===== config.mk =====
export PLATFORM = sky130hd
export DESIGN_NAME = control_sequencer_flat
export DESIGN_NICKNAME = d
export VERILOG_FILES = /design/src/rtl/cpu_pkg.sv /design/src/rtl/control_sequencer_if.sv /design/src/rtl/control_sequencer_stall_watchdog.sv /design/src/rtl/control_sequencer.sv /design/src/flat_wrapper.sv
export SDC_FILE = /design/constraint.sdc
export NUM_CORES = 1
export LEC_CHECK = 0
export CORE_AREA = 4 4 115 117
export CTS_CLUSTER_DIAMETER = 60
export DETAILED_ROUTE_END_ITERATION = 10
export DIE_AREA = 0 0 119 121
export PLACE_DENSITY = 0.68
export SLEW_MARGIN = 20
export SYNTH_ARGS = -nofsm -noshare
export SYNTH_HDL_FRONTEND = slang
export SYNTH_SLANG_ARGS = --single-unit

===== constraint.sdc =====
create_clock -name clock -period 2.3 [get_ports clock]
set_input_delay 0.23 -clock clock [delete_from_list [all_inputs] [get_ports clock]]
set_output_delay 0.23 -clock clock [all_outputs]
set_load 0.02 [all_outputs]

===== src/rtl/cpu_pkg.sv =====
// cpu_pkg: shared control-word layout, fetch/halt words, phase and next_state encodings.
//   Control word (CW_W=33 bits, MSB first):
//     alu_en, alu_bs, alu_fs[4:0], rf_b_en, sa[4:0], sb[4:0], da[4:0],
//     rf_w, ram_en, ram_w, pc_en, pc_fs[1:0], pc_is, status_ld, next_state[1:0]
//   The datapath sees bits [32:2] (31 bits); offsets below are cw_in positions.
//   Stall watchdog feature macro: CTRL_STALL_TIMEOUT_EN.
package cpu_pkg;
    localparam int CW_W    = 33;
    localparam int CWDP_W  = 31;
    localparam int CW_NS        = 0;
    localparam int CW_NS_W      = 2;
    localparam int CW_STATUS_LD = 2;
    localparam int CW_PC_IS     = 3;
    localparam int CW_PC_FS     = 4;
    localparam int CW_PC_FS_W   = 2;
    localparam int CW_PC_EN     = 6;
    localparam int CW_RAM_W     = 7;
    localparam int CW_RAM_EN    = 8;
    localparam int CW_RF_W      = 9;
    localparam int CW_DA        = 10;
    localparam int CW_SB        = 15;
    localparam int CW_SA        = 20;
    localparam int CW_REG_W     = 5;
    localparam int CW_RF_B_EN   = 25;
    localparam int CW_ALU_FS    = 26;
    localparam int CW_ALU_FS_W  = 5;
    localparam int CW_ALU_BS    = 31;
    localparam int CW_ALU_EN    = 32;
    localparam int STATUS_W     = 5;

    typedef logic [1:0] phase_t;
    localparam phase_t PH_FETCH = 2'b00;
    localparam phase_t PH_EXEC  = 2'b01;
    localparam phase_t PH_HALT  = 2'b10;

    typedef logic [CW_NS_W-1:0] next_state_t;
    localparam next_state_t NS_END = 2'b00;

    // Single-bit mask in cw_dp coordinates for a field at cw_in position p.
    function automatic logic [CWDP_W-1:0] dp_bit(input int p);
        return CWDP_W'(1) << (p - CW_NS_W);
    endfunction

    // Fetch word: read RAM at PC onto the bus, every write strobe off, PC held.
    localparam logic [CWDP_W-1:0] FETCH_CW = {
        1'b0, 1'b1, 5'b11111, 1'b0,
        5'd31, 5'd31, 5'd31,
        1'b0, 1'b1, 1'b0, 1'b0, 2'b00, 1'b0, 1'b0
    };
    localparam logic [CWDP_W-1:0] HALT_CW = FETCH_CW & ~dp_bit(CW_RAM_EN);

    // Fields forced to zero while a memory access stalls.
    localparam logic [CWDP_W-1:0] GATE_MASK =
        dp_bit(CW_RF_W) | dp_bit(CW_RAM_W) | dp_bit(CW_PC_FS) |
        dp_bit(CW_PC_FS + 1) | dp_bit(CW_STATUS_LD);
endpackage


===== src/rtl/control_sequencer_if.sv =====
// control_sequencer_if: decoder/datapath bundle around the sequencer.
//   master: sequencer side (consumes cw_in/k_in/status_in/databus/mem_ready,
//           drives ir/state/status/cw_dp/k_out/fetch/halted).
//   slave : decoder bank + datapath side.
interface control_sequencer_if;
    import cpu_pkg::*;
    logic [CW_W-1:0]     cw_in;
    logic [63:0]         k_in;
    logic [STATUS_W-1:0] status_in;
    logic [63:0]         databus;
    logic                mem_ready;
    logic [31:0]         ir;
    logic [1:0]          state;
    logic [STATUS_W-1:0] status;
    logic [CWDP_W-1:0]   cw_dp;
    logic [63:0]         k_out;
    logic                fetch;
    logic                halted;

    modport master (
        input  cw_in, k_in, status_in, databus, mem_ready,
        output ir, state, status, cw_dp, k_out, fetch, halted
    );
    modport slave (
        output cw_in, k_in, status_in, databus, mem_ready,
        input  ir, state, status, cw_dp, k_out, fetch, halted
    );
endinterface


===== src/rtl/control_sequencer_stall_watchdog.sv =====
// stall_watchdog: counts consecutive stalled cycles; flags timeout at 255 with stall still present.
//   clock, reset_n (sync, active-low), stall in; timeout out.
//   Used only when CTRL_STALL_TIMEOUT_EN is defined.
module stall_watchdog (
    input  logic clock,
    input  logic reset_n,
    input  logic stall,
    output logic timeout
);
    logic [7:0] cnt_q, cnt_d;

    // Saturate so a lingering stall never wraps back below the threshold.
    always_comb cnt_d = !stall ? 8'd0 : (cnt_q == 8'hFF ? cnt_q : cnt_q + 8'd1);

    always_ff @(posedge clock) begin
        if (!reset_n) cnt_q <= 8'd0;
        else          cnt_q <= cnt_d;
    end

    assign timeout = stall && cnt_q == 8'hFF;
endmodule


===== src/rtl/control_sequencer.sv =====
// control_sequencer: FETCH/EXEC/HALT instruction sequencer between decoder bank and datapath.
//   clock, reset_n (sync, active-low); bus: control_sequencer_if.master
//   (cw_in, k_in, status_in, databus, mem_ready in; ir, state, status, cw_dp,
//   k_out, fetch, halted out).
//   CTRL_STALL_TIMEOUT_EN: stall watchdog that moves to HALT after 256 stalled cycles.
module control_sequencer
    import cpu_pkg::*;
(
    input logic                 clock,
    input logic                 reset_n,
    control_sequencer_if.master bus
);
    phase_t              phase_q, phase_d;
    logic [31:0]         ir_q, ir_d;
    logic [1:0]          state_q, state_d;
    logic [STATUS_W-1:0] status_q, status_d;
    logic                exec_stall, stall, timeout;
    logic [CWDP_W-1:0]   cw_word;

    assign cw_word    = bus.cw_in[CW_W-1:CW_NS_W];
    assign exec_stall = phase_q == PH_EXEC && bus.cw_in[CW_RAM_EN] && !bus.mem_ready;
    assign stall      = (phase_q == PH_FETCH && !bus.mem_ready) || exec_stall;

`ifdef CTRL_STALL_TIMEOUT_EN
    stall_watchdog u_watchdog (
        .clock   (clock),
        .reset_n (reset_n),
        .stall   (stall),
        .timeout (timeout)
    );
`else
    assign timeout = 1'b0;
`endif

    always_comb begin
        phase_d  = phase_q;
        ir_d     = ir_q;
        state_d  = state_q;
        status_d = status_q;
        case (phase_q)
            PH_FETCH: begin
                if (bus.mem_ready) begin
                    ir_d    = bus.databus[31:0];
                    state_d = NS_END;
                    phase_d = PH_EXEC;
                end else if (timeout) begin
                    phase_d = PH_HALT;
                end
            end
            PH_EXEC: begin
                if (exec_stall) begin
                    phase_d = timeout ? PH_HALT : PH_EXEC;
                end else begin
                    status_d = bus.cw_in[CW_STATUS_LD] ? bus.status_in : status_q;
                    state_d  = bus.cw_in[CW_NS +: CW_NS_W];
                    phase_d  = bus.cw_in[CW_NS +: CW_NS_W] == NS_END ? PH_FETCH : PH_EXEC;
                end
            end
            PH_HALT: phase_d = PH_HALT;
            default: phase_d = PH_FETCH;
        endcase
    end

    always_ff @(posedge clock) begin
        if (!reset_n) begin
            phase_q  <= PH_FETCH;
            ir_q     <= 32'd0;
            state_q  <= NS_END;
            status_q <= '0;
        end else begin
            phase_q  <= phase_d;
            ir_q     <= ir_d;
            state_q  <= state_d;
            status_q <= status_d;
        end
    end

    assign bus.cw_dp  = phase_q == PH_EXEC ? (exec_stall ? cw_word & ~GATE_MASK : cw_word)
                      : phase_q == PH_HALT ? HALT_CW : FETCH_CW;
    assign bus.k_out  = phase_q == PH_EXEC ? bus.k_in : 64'd0;
    assign bus.fetch  = phase_q == PH_FETCH;
    assign bus.ir     = ir_q;
    assign bus.state  = state_q;
    assign bus.status = status_q;
`ifdef CTRL_STALL_TIMEOUT_EN
    assign bus.halted = phase_q == PH_HALT;
`else
    assign bus.halted = 1'b0;
`endif
endmodule


===== src/flat_wrapper.sv =====
// flat-port wrapper written by rule: the top's interface ports become plain ports
module control_sequencer_flat import cpu_pkg::*;
  (clock, reset_n, bus_cw_in, bus_k_in, bus_status_in, bus_databus, bus_mem_ready, bus_ir, bus_state, bus_status, bus_cw_dp, bus_k_out, bus_fetch, bus_halted);
  control_sequencer_if bus_i ();
  input logic clock;
  input logic reset_n;
  input wire logic [$bits(bus_i.cw_in)-1:0] bus_cw_in;
  input wire logic [$bits(bus_i.k_in)-1:0] bus_k_in;
  input wire logic [$bits(bus_i.status_in)-1:0] bus_status_in;
  input wire logic [$bits(bus_i.databus)-1:0] bus_databus;
  input wire logic [$bits(bus_i.mem_ready)-1:0] bus_mem_ready;
  output wire logic [$bits(bus_i.ir)-1:0] bus_ir;
  output wire logic [$bits(bus_i.state)-1:0] bus_state;
  output wire logic [$bits(bus_i.status)-1:0] bus_status;
  output wire logic [$bits(bus_i.cw_dp)-1:0] bus_cw_dp;
  output wire logic [$bits(bus_i.k_out)-1:0] bus_k_out;
  output wire logic [$bits(bus_i.fetch)-1:0] bus_fetch;
  output wire logic [$bits(bus_i.halted)-1:0] bus_halted;
  assign bus_i.cw_in = bus_cw_in;
  assign bus_i.k_in = bus_k_in;
  assign bus_i.status_in = bus_status_in;
  assign bus_i.databus = bus_databus;
  assign bus_i.mem_ready = bus_mem_ready;
  assign bus_ir = bus_i.ir;
  assign bus_state = bus_i.state;
  assign bus_status = bus_i.status;
  assign bus_cw_dp = bus_i.cw_dp;
  assign bus_k_out = bus_i.k_out;
  assign bus_fetch = bus_i.fetch;
  assign bus_halted = bus_i.halted;
  control_sequencer u_core (.clock(clock), .reset_n(reset_n), .bus(bus_i));
endmodule

==> results.toml <==
[run_status]
status = "finished, final reports clean"

[layout]
design_area_um2 = 5230
diodes = 0
fin_nets = 725
ff_latch_area_um2 = 821
drive_above_1_share = 0.0377
multi_input_area_um2 = 1220
area_growth_pct = 139
fill_cells = 1185
final_cells = 729

[cts]
cts_resized = 0
clk_path_buf_depth = 2
ctsHoldBuffers = 0
clk_latency_ns = 0.28
cts_tree = "built"
cts_root_buf = "clkbuf_16"
cts.sinks = 41
clk_pin_slew_ns = 0.06
cts_made_buffers = 5
htree_levels = 2

[drt]
antenna_left = 0
drt_wl_total_um = 10400
drtPass1Iterations = 4
route.detailed.drc = 0
num_vias = 2828
dr.first_iter.drc_count = 75
viasPerCell = 3.88
routedWlPerCell_um = 14.2

[timing]
drv_slew = 0
min_period_ns = 2.13
finClkSkew_ns = 0.00578
fin_tns_setup_ns = 0
rsz0062_at_grt = "no"
setup_violations = 0
max_freq_ghz = 0.470
timing.final.crit_share = 0.924
hold_viol = 0

[floorplan]
dieArea_um2 = 14400
initial_core_util = 0.177
rows = 41
ios = 305
die_x_um = 119
dieHeight_um = 121
coreArea_um2 = 12400

[yosys]
ys.flop_type = "dfxtp_1"
yosys-top-cells-area = "dfxtp_1 38%, and2_1 19%, nand2_1 13%"
async_reset_ff_frac = 0
ys_top_cells_by_count = "76 x nand2_1, 68 x and2_1, 41 x dfxtp_1, 32 x a21oi_1, 23 x nand2b_1"
synth.largest_area_cell = "dfxtp_1"
synth_cells = 293
synth-edff-count = 0
syn-num-nets = 462
synth_top_area_share = 0.375
avgSynthCellArea_um2 = 7.47
synth_most_common_cell = "nand2_1"
netlist-cell-type-count = 24
ys_seq_elements = 41
synth_seq_area_share = 0.375
yosysWarningCount = 0
syn-cell-area_um2 = 2190

[critical_path]
critical_path_class = "reg2out"
cp_slowest_cell = "clkdlybuf4s50_1"
critPathRequiredTime_ns = 2.07
cpPeakStageDelay_ns = 0.62
path_cells = "nor2b_4 -> buf_12 -> and2_1 -> clkdlybuf4s50_1"
arrival_ns = 1.90
cp_max_fo = 62
endpoint_kind = "output pin"
cp-start-kind = "flip-flop"

[min_path]
holdCritPathClass = "reg2reg"

[power]
p_leak_nw = 1.95
power.density_nw_per_um2 = 463
ir_drop_mv = 0.254

[flow_run]
maxCapViolCount = 0

[grt]
antenna_found_initial = 0
grt_pass1_vias = 2942
grt-ovfl-total = 0
grt_pass1_wl_um = 15400
grt_max_degree = 63
grt_use_total = 0.133

[placed_design]
dpl_cell_area_um2 = 5050
placed_cells = 720
portBuffers = 271
routabilityCongestion = 0.715
hpwl_um = 8800
==> logic make-up after synthesis <==
group                  count (synthesis)  synth area share
buffers and inverters                 26            0.0692
muxes                                  6            0.0280
and+or+nand+nor                      185             0.447
AOI/OAI and AO/OA                     34            0.0789
other                                  1           0.00171
DFF                                   41             0.375
==> per-stage QoR <==
step / hold WS, ns / utilization / power (mW) / setup WS [ns]
global placement: 0.441 / 0.409 / 1.65 / 0.194
floorplan: 0.366 / - / 1.14 / 0.874
detailed placement: 0.451 / 0.409 / 1.66 / 0.177
global route: 0.479 / 0.423 / 2.55 / 0.0498
finish: 0.456 / 0.423 / 2.42 / 0.174
CTS: 0.459 / 0.422 / 2.46 / 0.0393
==> registers in the layout, indices dropped and copies added (netlist names) <==
| signal | flops |
|---|---|
| u_core.bus.ir | 32 |
| u_core.bus.status | 5 |
| u_core.bus.state | 2 |
| u_core.phase_q | 2 |
==> worst max-delay path, delay by kind of cell, from the launching register on <==
| kind | cells | cell delay (ns) |
|---|---|---|
| buf+inv | 2 | 0.86 |
| flops | 1 | 0.32 |
| simple gates | 2 | 0.42 |
==> layout by cell type (no fill, tap or decap), types with 2 or more instances in the layout <==
cell,count
a31oi_1,2
and2_1,68
clkbuf_16,5
nand2_1,76
and3_1,5
nand3_1,3
nor2_1,3
dfxtp_1,41
a21oi_1,32
nand3b_1,2
mux2i_1,5
clkdlybuf4s50_1,270
nand2b_1,23
buf_4,10
==> final timing paths <==
path,from,endpoint,slack [ns],cells after the start
setup / recovery,u_core.phase_q[0]$_SDFFE_PN0P_,bus_k_out[28],0.17,4
hold / removal,u_core.bus.ir[17]$_SDFFE_PN0P_,u_core.bus.ir[17]$_SDFFE_PN0P_,0.46,2
setup reg to reg,u_core.phase_q[1]$_SDFFE_PN0P_,u_core.bus.ir[6]$_SDFFE_PN0P_,0.85,5
hold reg to reg,u_core.bus.ir[17]$_SDFFE_PN0P_,u_core.bus.ir[17]$_SDFFE_PN0P_,0.46,2
==> routing by layer <==
metal	track usage	wire length, µm
met1	0.155	4020
met3	0.0522	898
met4	0.0275	89
met2	0.233	5370
met5	0	0
==> timing repair <==
item / CTS / global route
endpoints found under the setup margin: 0 / 58
setup buffers: 0 / 1
hold endpoints to repair: 0 / 0
==> power by group <==
| group | leakage (nW) | switching (mW) | total [mW] | internal, mW |
|---|---|---|---|---|
| logic | 1.53 | 0.373 | 0.872 | 0.499 |
| registers | 0.336 | 0.0192 | 0.769 | 0.749 |
| clock network | 0.0810 | 0.268 | 0.781 | 0.514 |
==> final cells by class <==
class	count	area share
clock inverters	2	0.00742
well taps	172	0.0412
inverters	1	0.000718
flip-flops and latches	41	0.157
clock buffers	6	0.0247
multi-input cells	226	0.234
repair buffers	281	0.535
(Power assumes the default switching activity.)
